<file path="src/rtl/rf_wb_pkg.sv">
// -----------------------------------------------------------------------------
// rf_wb_pkg
//   Shared types and constants for the register-file write-back slice.
//
//   RF_NREGS   number of architectural registers (width of the busy mask)
//   RF_ADDR_W  canonical register index width
//   RF_DATA_W  canonical result width
//   RF_ZERO    index of the hard-wired zero register
//   rf_wr_t    one pending register write {addr, data}
//   wb_src_e   which source owns the write port in a given cycle
// -----------------------------------------------------------------------------
package rf_wb_pkg;

    localparam int unsigned RF_NREGS  = 32;
    localparam int unsigned RF_ADDR_W = 5;
    localparam int unsigned RF_DATA_W = 32;

    localparam logic [RF_ADDR_W-1:0] RF_ZERO = 5'd0;

    typedef struct packed {
        logic [RF_ADDR_W-1:0] addr;
        logic [RF_DATA_W-1:0] data;
    } rf_wr_t;

    typedef enum logic [1:0] {
        WB_SRC_NONE = 2'd0,
        WB_SRC_ALU  = 2'd1,
        WB_SRC_LL   = 2'd2
    } wb_src_e;

endpackage

</file>
<file path="src/rtl/rf_wb_fifo.sv">
// -----------------------------------------------------------------------------
// rf_wb_fifo
//   Small FIFO that holds long-latency results until the write port is free.
//   Entries are register writes (rf_wr_t by default; the top passes its own
//   width-matched struct). Pointers and occupancy reset asynchronously; the
//   storage array is not reset since an empty FIFO never exposes it.
//
//   Parameters
//     DEPTH      number of entries (power of two, >= 2)
//     entry_t    entry type
//   Ports
//     CLK        clock
//     RESET      asynchronous, active-high reset
//     PUSH       write PUSH_DATA (ignored while FULL)
//     PUSH_DATA  entry to enqueue
//     POP        drop the head entry (ignored while EMPTY)
//     HEAD       current head entry (valid when !EMPTY)
//     FULL       no free entry
//     EMPTY      no stored entry
// -----------------------------------------------------------------------------
module rf_wb_fifo
    import rf_wb_pkg::*;
#(
    parameter int unsigned DEPTH   = 4,
    parameter type         entry_t = rf_wr_t
) (
    input  logic   CLK,
    input  logic   RESET,
    input  logic   PUSH,
    input  entry_t PUSH_DATA,
    input  logic   POP,
    output entry_t HEAD,
    output logic   FULL,
    output logic   EMPTY
);

    localparam int unsigned PTR_W = $clog2(DEPTH);

    entry_t             mem [DEPTH];
    logic [PTR_W-1:0]   wr_ptr;
    logic [PTR_W-1:0]   rd_ptr;
    logic [PTR_W:0]     count;
    logic               do_push;
    logic               do_pop;

    assign FULL    = (count == (PTR_W+1)'(DEPTH));
    assign EMPTY   = (count == '0);
    assign do_push = PUSH & ~FULL;
    assign do_pop  = POP & ~EMPTY;
    assign HEAD    = mem[rd_ptr];

    // Pointers wrap naturally because DEPTH is a power of two.
    always_ff @(posedge CLK or posedge RESET) begin
        if (RESET) begin
            wr_ptr <= '0;
            rd_ptr <= '0;
            count  <= '0;
        end else begin
            if (do_push) begin
                wr_ptr <= wr_ptr + 1'b1;
            end
            if (do_pop) begin
                rd_ptr <= rd_ptr + 1'b1;
            end
            case ({do_push, do_pop})
                2'b10:   count <= count + 1'b1;
                2'b01:   count <= count - 1'b1;
                default: count <= count;
            endcase
        end
    end

    always_ff @(posedge CLK) begin
        if (do_push) begin
            mem[wr_ptr] <= PUSH_DATA;
        end
    end

endmodule

</file>
<file path="src/rtl/rf_write_ctrl.sv">
// -----------------------------------------------------------------------------
// rf_write_ctrl
//   Write-side front end of the register file. Merges the single-cycle ALU
//   result stream with a buffered long-latency (load / mul-div) stream and
//   issues at most one registered write per cycle on the regfile write port.
//   The ALU always wins the port; long-latency results wait in rf_wb_fifo.
//   Writes to r0 are consumed like any other write but never raise WE.
//
//   Optional feature (macro RF_SCOREBOARD_EN):
//     Defined     - BUSY_MASK tracks registers with an outstanding long-latency
//                   write; ISSUE_LL sets a bit, the matching write clears it in
//                   the cycle it appears on WE; set wins on a same-cycle clash.
//                   An ALU write to a busy register trips a simulation assertion.
//     Not defined - BUSY_MASK is constant zero and ISSUE_LL/ISSUE_ADDR are unused.
//
//   Ports
//     CLK         clock, all state on posedge
//     RESET       asynchronous, active-high reset
//     ALU_VALID   ALU result present this cycle (never back-pressured)
//     ALU_ADDR    ALU destination register
//     ALU_DATA    ALU result
//     LL_VALID    long-latency result offered
//     LL_ADDR     long-latency destination
//     LL_DATA     long-latency result
//     LL_READY    buffer has room; transfer = LL_VALID & LL_READY
//     ISSUE_LL    long-latency op issued this cycle
//     ISSUE_ADDR  destination of the issued long-latency op
//     WR_ADDR_3   registered regfile write address
//     W_DATA      registered regfile write data
//     WE          registered regfile write enable
//     BUSY_MASK   bit i set = r<i> has an outstanding long-latency write
// -----------------------------------------------------------------------------
module rf_write_ctrl
    import rf_wb_pkg::*;
#(
    parameter int unsigned DATA_W   = 32,
    parameter int unsigned ADDR_W   = 5,
    parameter int unsigned LL_DEPTH = 4
) (
    input  logic                CLK,
    input  logic                RESET,
    input  logic                ALU_VALID,
    input  logic [ADDR_W-1:0]   ALU_ADDR,
    input  logic [DATA_W-1:0]   ALU_DATA,
    input  logic                LL_VALID,
    input  logic [ADDR_W-1:0]   LL_ADDR,
    input  logic [DATA_W-1:0]   LL_DATA,
    output logic                LL_READY,
    input  logic                ISSUE_LL,
    input  logic [ADDR_W-1:0]   ISSUE_ADDR,
    output logic [ADDR_W-1:0]   WR_ADDR_3,
    output logic [DATA_W-1:0]   W_DATA,
    output logic                WE,
    output logic [RF_NREGS-1:0] BUSY_MASK
);

    typedef struct packed {
        logic [ADDR_W-1:0] addr;
        logic [DATA_W-1:0] data;
    } wr_t;

    localparam logic [ADDR_W-1:0] ZERO_REG = ADDR_W'(RF_ZERO);

    wr_t     alu_wr;
    wr_t     ll_wr;
    wr_t     head_wr;
    wr_t     sel_wr;
    wb_src_e sel_src;
    logic    fifo_full;
    logic    fifo_empty;
    logic    ll_push;
    logic    ll_pop;

    assign alu_wr = '{addr: ALU_ADDR, data: ALU_DATA};
    assign ll_wr  = '{addr: LL_ADDR,  data: LL_DATA};

    // Readiness depends only on occupancy, never on this cycle's pop, so the
    // producer sees no combinational path from ALU_VALID.
    assign LL_READY = ~fifo_full;
    assign ll_push  = LL_VALID & LL_READY;

    rf_wb_fifo #(
        .DEPTH   (LL_DEPTH),
        .entry_t (wr_t)
    ) u_ll_fifo (
        .CLK       (CLK),
        .RESET     (RESET),
        .PUSH      (ll_push),
        .PUSH_DATA (ll_wr),
        .POP       (ll_pop),
        .HEAD      (head_wr),
        .FULL      (fifo_full),
        .EMPTY     (fifo_empty)
    );

    // Port arbitration: ALU first, then the buffered head, else idle.
    always_comb begin
        sel_src = WB_SRC_NONE;
        sel_wr  = head_wr;
        if (ALU_VALID) begin
            sel_src = WB_SRC_ALU;
            sel_wr  = alu_wr;
        end else if (!fifo_empty) begin
            sel_src = WB_SRC_LL;
            sel_wr  = head_wr;
        end
    end

    assign ll_pop = (sel_src == WB_SRC_LL);

    // Address/data hold when idle; a selected r0 write updates them but keeps
    // WE low so the zero register is never written.
    always_ff @(posedge CLK or posedge RESET) begin
        if (RESET) begin
            WE        <= 1'b0;
            WR_ADDR_3 <= '0;
            W_DATA    <= '0;
        end else if (sel_src != WB_SRC_NONE) begin
            WE        <= (sel_wr.addr != ZERO_REG);
            WR_ADDR_3 <= sel_wr.addr;
            W_DATA    <= sel_wr.data;
        end else begin
            WE        <= 1'b0;
        end
    end

`ifdef RF_SCOREBOARD_EN
    logic [RF_NREGS-1:0] busy_q;
    logic [RF_NREGS-1:0] busy_set;
    logic [RF_NREGS-1:0] busy_clr;

    // The clear is taken from the write being loaded into the output register,
    // so the bit drops in the same cycle the write is visible on WE.
    always_comb begin
        busy_set = '0;
        busy_clr = '0;
        if (ISSUE_LL && (ISSUE_ADDR != ZERO_REG)) begin
            busy_set[ISSUE_ADDR] = 1'b1;
        end
        if (ll_pop) begin
            busy_clr[head_wr.addr] = 1'b1;
        end
    end

    // Set is applied after clear: a newly issued op to the same register wins.
    always_ff @(posedge CLK or posedge RESET) begin
        if (RESET) begin
            busy_q <= '0;
        end else begin
            busy_q <= (busy_q & ~busy_clr) | busy_set;
        end
    end

    assign BUSY_MASK = busy_q;

    alu_write_to_busy_reg: assert property (
        @(posedge CLK) disable iff (RESET)
        !(ALU_VALID && (ALU_ADDR != ZERO_REG) && busy_q[ALU_ADDR])
    );
`else
    logic unused_issue;

    assign unused_issue = ^{ISSUE_LL, ISSUE_ADDR};
    assign BUSY_MASK    = '0;
`endif

endmodule

</file>
<file path="config.mk">
export PLATFORM = sky130hd
export DESIGN_NAME = rf_write_ctrl
export DESIGN_NICKNAME = d
export VERILOG_FILES = /design/src/rtl/rf_wb_pkg.sv /design/src/rtl/rf_wb_fifo.sv /design/src/rtl/rf_write_ctrl.sv
export SDC_FILE = /design/constraint.sdc
export NUM_CORES = 1
export LEC_CHECK = 0
export ABC_AREA = 1
export BUFFER_PORTS_ARGS = -buffer_cell sky130_fd_sc_hd__buf_2
export CAP_MARGIN = 30
export CORE_AREA = 2 2 167 169
export DETAILED_ROUTE_END_ITERATION = 12
export DIE_AREA = 0 0 169 171
export GPL_ROUTABILITY_DRIVEN = 0
export PLACE_DENSITY_LB_ADDON = 0.08
export REMOVE_ABC_BUFFERS = 1
export SLEW_MARGIN = 30
export SYNTH_ARGS = -nofsm -noshare
export SYNTH_HDL_FRONTEND = slang
export SYNTH_SLANG_ARGS = --single-unit
export TNS_END_PERCENT = 10
</file>
<file path="constraint.sdc">
create_clock -name CLK -period 7.4 [get_ports CLK]
set_input_delay 1.48 -clock CLK [delete_from_list [all_inputs] [get_ports CLK]]
set_output_delay 1.48 -clock CLK [all_outputs]
set_load 0.02 [all_outputs]
</file>
==> Yosys cells after proc, flatten, opt, wreduce, memory -nomap -nowiden <==
Memories as Yosys holds them, arrays and structs flattened.
Cells that the tools add are included.
{ "word_totals": {"register_bits": 45, "ram_bits": 148, "out_inout_bits": 71, "n_memories": 1} }
{ "op_classes": {"add_sub_neg": 4, "eq_ne": 4, "mux": 7, "n_bitwise": 5, "reduce_logical": 4} }
{ "mem_list": {"columns": ["memory", "words", "word_bits", "rd", "rd_ports_with_merged_regs", "wr", "line_no", "rtl"], "rows": [
  ["u_ll_fifo.mem", 4, 37, 1, 0, 1, "rf_wb_fifo.sv:39", "entry_t mem [DEPTH];"]
]} }
{ "ops": {"columns": ["operator", "n"], "rows": [
  ["37-bit two-way mux", 1],
  ["3-bit case mux with 2 select lines", 1],
  ["5-bit nonzero test", 1],
  ["2-bit by 1-bit adder with 2-bit output (second input constant)", 2],
  ["2-bit equality test (second input constant)", 2],
  ["2-bit two-way mux", 2],
  ["2-bit nonzero test", 2],
  ["3-bit by 1-bit adder with 3-bit output (second input constant)", 1],
  ["1-bit AND", 3],
  ["3-bit equality test (second input constant)", 1],
  ["3-bit zero test", 1],
  ["1-bit two-way mux", 3],
  ["3-bit by 1-bit subtractor with 3-bit output (second input constant)", 1],
  ["2-bit by 1-bit equality test with 1-bit output (second input constant)", 1],
  ["1-bit inverter", 2]
]} }

==> Depth between registers and ports, before layout <==
{ "depth": {"word_depth": 7, "depth_mapped": 11, "depth_no_buf": 10} }

==> Hierarchy <==
Synthesis repeated with hierarchy kept, for this count alone.
{ "unflattened": {"hier_cells": 747, "hier_area_um2": 8295.5} }
{ "modules_own_cells": {"columns": ["mod", "n_inst", "cells_per_inst", "area_per_inst_um2"], "rows": [
  ["rf_wb_fifo", 1, 494, 6348.6],
  ["rf_write_ctrl", 1, 253, 1946.9]
]} }

==> Worst setup path before layout <==
Ideal clock, no wire load.
{ "synth_path": {"path_type": "in2reg", "start": "in LL_VALID", "end": "mem u_ll_fifo.mem[0][0] in the netlist's numbering (enable)", "setup_ns": 0.431, "arrival_time_ns": 3.228, "required_time_ns": 6.969, "slack_ns": 3.741, "stages": 2, "path_cell_list": "nand2_1 nor2_1"} }
{ "synth_via": {"elab_chain_len": 4} }
{ "synth_rtl": {"columns": ["item", "line_no", "rtl"], "rows": [
  ["from (decl)", "rf_write_ctrl.sv:45", "input logic LL_VALID,"],
  ["1-bit AND", "rf_write_ctrl.sv:80", "assign ll_push = LL_VALID & LL_READY;"],
  ["1-bit AND", "rf_wb_fifo.sv:48", "assign do_push = PUSH & ~FULL;"],
  ["1-bit two-way mux", "rf_wb_fifo.sv:74", "if (do_push) begin"],
  ["1-bit two-way mux (implied by the code)", "rf_wb_fifo.sv:75", "mem[wr_ptr] <= PUSH_DATA;"],
  ["to (decl)", "rf_wb_fifo.sv:39", null]
]} }
No other way between the ends.

==> Worst setup path after layout <==
{ "layout_path": {"start": "in ALU_VALID", "end": "reg u_ll_fifo.count[2]"} }
{ "layout_via": {"elab_chain_len": 5} }
{ "layout_rtl": {"columns": ["item", "line_no", "rtl"], "rows": [
  ["from (decl)", "rf_write_ctrl.sv:42", "input logic ALU_VALID,"],
  ["2-bit two-way mux *", "rf_write_ctrl.sv:100", "if (ALU_VALID) begin"],
  ["2-bit equality test *", "rf_write_ctrl.sv:109", "assign ll_pop = (sel_src == WB_SRC_LL);"],
  ["1-bit AND *", "rf_wb_fifo.sv:49", "assign do_pop = POP & ~EMPTY;"],
  ["net u_ll_fifo.do_pop", "rf_wb_fifo.sv:44", "logic do_pop;"],
  ["2-bit by 1-bit equality test with 1-bit output or 2-bit equality test (tied branches)", "rf_wb_fifo.sv:65", "case ({do_push, do_pop})"],
  ["3-bit case mux with 2 select lines or 2-bit nonzero test (tied branches)", null, null],
  ["to (signal assigned)", "rf_wb_fifo.sv:66", "2'b10: count <= count + 1'b1;"],
  ["to (signal assigned)", "rf_wb_fifo.sv:67", "2'b01: count <= count - 1'b1;"],
  ["to (signal assigned)", "rf_wb_fifo.sv:68", "default: count <= count;"],
  ["to (decl)", "rf_wb_fifo.sv:42", "logic [PTR_W:0] count;"]
]} }
Mark *: on every way through the listed nets, which the timed path passes. The rest lies on a longest branch.
A chain may end at the register's enable or synchronous reset.

==> impl_metrics.yaml <==
outcome:
  status: "completed"
sta:
  rsz0062_at_grt: "no"
  fmaxAchievable_ghz: 0.3136
  skew_ns: 0.01486
  finalSetupTns_ns: 0
  fin_crit_ns: 3.188
  final-setup-viol-count: 0
  fin_crit_sh: 0.4309
  slew_viol_final: 0
  hold_ws_ns: 0.4894
  worstMarginPinSlew_ns: 0.9298
  relSlewSlack: 0.3801
  hold_viol: 0
critical_path:
  crit_slowest_cell: "inv_2"
  timing.critical_path.mode_cell: "inv_2"
  crit_path_max_fanout: 43
  start_kind: "input pin"
  critPathTopFamily: "buffers and inverters"
  worstPathRequired_ns: 7.71
  critical_path_buf_inv_count: 4
  worstPathArrival_ns: 3.50
  crit_chain: "buf_2 -> inv_2 -> nand2_1 -> inv_2 -> ha_1 -> inv_1 -> fa_1 -> a21oi_1 -> o21ai_0 -> xor2_1"
  crit_type: "input pin to flop"
  slowest_delay_ns: 0.59
  end_kind: "flop"
finish:
  layout_common_cells: "edfxtp_1, buf_2, nor2_1, o21ai_1, nand2_1"
  fin_nets: 867
  n_fill_cell: 2736
  mostFrequentLayoutCell: "edfxtp_1"
  multi_input_area_sq_um: 1964
  drive_above_1_share: 0.2316
  postLayoutCoreUtil: 0.3420
  seq_area_sq_um: 5575
  design_area_sq_um: 9345
  area_growth_pct: 16.98
clocking:
  clock_sinks: 193
  ctsHtreeMaxLevel: 4
  cts_tree: "yes"
  postCtsResizedCells: 0
  clk_pin_slew_ns: 0.08
  cts_buffers: 17
  cts_root_buf: "clkbuf_16"
  post-cts-setup-buffers: 0
  clockBufferDepth: 2
  clkLatencyLatePin_ns: 0.42
  postCtsHoldBufs: 0
synth:
  avgSynthCellArea_sq_um: 11.87
  netlist_instances: 673
  synth.cell_area_sq_um: 7989
  seq_area_frac_synth: 0.6973
  synth_seq_cells: 193
  yosysWarnings: 0
  synth_cell_types: 27
place:
  place_area_sq_um: 8741
  io_buffers: 116
  hpwl_mm: 11.00
die:
  die_x_microns: 169
  core_sq_um: 27320
  row_count: 61
  pin_count: 155
  initial_utilization: 0.2924
  die_h_microns: 171
  die-area_sq_um: 28900
power_and_ir_drop:
  p_total_mw: 3.708
  ir_drop_v: 0.0001910
  power_leakage_nw: 3.548
  power_density_nw_per_um2: 396.8
grt:
  grt_max_degree: 77
  antenna_found_initial: 3
  grt_pass1_wl_mm: 30.21
  grt_pass1_vias: 5216
  grt_usage: 0.1410
  grt-ovfl-total: 0
drt:
  wirelength_mm: 19.98
  vias: 5149
  wire_per_inst_microns: 17.56
  via_per_inst: 4.525
  drt_iter0_drc: 187
  dr.pass1.iters: 4
  drc_errors: 0
  detail-route-antenna-nets: 0
worst_hold_path:
  hold_class: "flop to flop"
flow_run:
  maxCapViolations: 0
==> stage by stage <==
stage,setup WS (ns),std cells
4_1_cts,4.188,1136
5_1_grt,3.981,1136
2_1_floorplan,3.741,634
3_3_place_gp,3.701,1104
6_report,4.212,1138
3_5_place_dp,3.721,1104
==> kinds of logic (layout without fill, tap and decap cells) <==
kind of cell | Yosys count | in the layout | share of synthesized area
DFF | 193 | 193 | 0.6973
other | 1 | 34 | 0.0004694
adders and majority gates | 6 | 6 | 0.01034
AOI/OAI and AO/OA | 171 | 171 | 0.1126
xor gates and xnor gates | 4 | 4 | 0.004386
and+or+nand+nor | 194 | 194 | 0.09977
buffers and inverters | 104 | 190 | 0.07518
==> path summary, 6_finish.rpt <==
check | start | endpoint | slack [ns] | depth (start not counted)
max in group asynchronous | RESET | u_ll_fifo.rd_ptr[0] | 5.65 | 3
min in group asynchronous | RESET | W_DATA[25] | 1.23 | 3
setup reg to reg | u_ll_fifo.rd_ptr[0] | WE | 4.69 | 9
hold / removal | W_DATA[19] | W_DATA[19] | 0.49 | 2
hold reg to reg | W_DATA[19] | W_DATA[19] | 0.49 | 2
setup / recovery | ALU_VALID | u_ll_fifo.count[2] | 4.21 | 10
==> report_power, final <==
group,leakage [nW],switching (mW),total (mW),internal [mW]
registers,1.87,0.206,1.67,1.47
clock network,0.294,0.423,0.935,0.513
logic,1.39,0.751,1.10,0.348
==> cells in the mapped netlist, drive strengths merged <==
cell	n	area share
a21oi	2	0.0013
buf	63	0.056
clkbuf	7	0.0033
conb	1	0.00047
dfrtp	45	0.14
edfxtp	148	0.56
fa	1	0.0025
ha	5	0.0078
inv	34	0.016
nand2	68	0.034
nand3	15	0.012
nor2	108	0.052
o21ai	137	0.086
o22ai	32	0.025
or2	3	0.0023
xnor2	1	0.0011
xor2	3	0.0033
==> tightest hold or removal path: stages (launching register included) <==
cell     delay (ns)
dfrtp_1        0.34
nand2_1        0.05
o21ai_1        0.06
==> state kept, by name (all words and copies together), names as in the netlist <==
| name | count |
|---|---|
| W_DATA | 32 |
| u_ll_fifo.wr_ptr | 2 |
| u_ll_fifo.count | 3 |
| u_ll_fifo.mem | 148 |
| WR_ADDR_3 | 5 |
| WE | 1 |
| u_ll_fifo.rd_ptr | 2 |
==> routing by layer <==
| metal | routed length [microns] | GRT usage | share of wire |
|---|---|---|---|
| met1 | 9036 | 0.1740 | 0.45 |
| met2 | 9920 | 0.2505 | 0.50 |
| met3 | 863 | 0.03516 | 0.043 |
| met4 | 148 | 0.03010 | 0.0074 |
| met5 | 13 | 0 | 0.00065 |
==> layout make-up <==
class | count | area share
Sequential cell | 193 | 0.5966
Multi-Input combinational cell | 407 | 0.2102
Timing Repair Buffer | 124 | 0.06855
Tap cell | 346 | 0.04632
Clock buffer | 18 | 0.04592
Clock inverter | 14 | 0.01821
Inverter | 34 | 0.01366
Antenna cell | 2 | 0.0005355
Note: power is estimated with default switching activity, not from simulation.
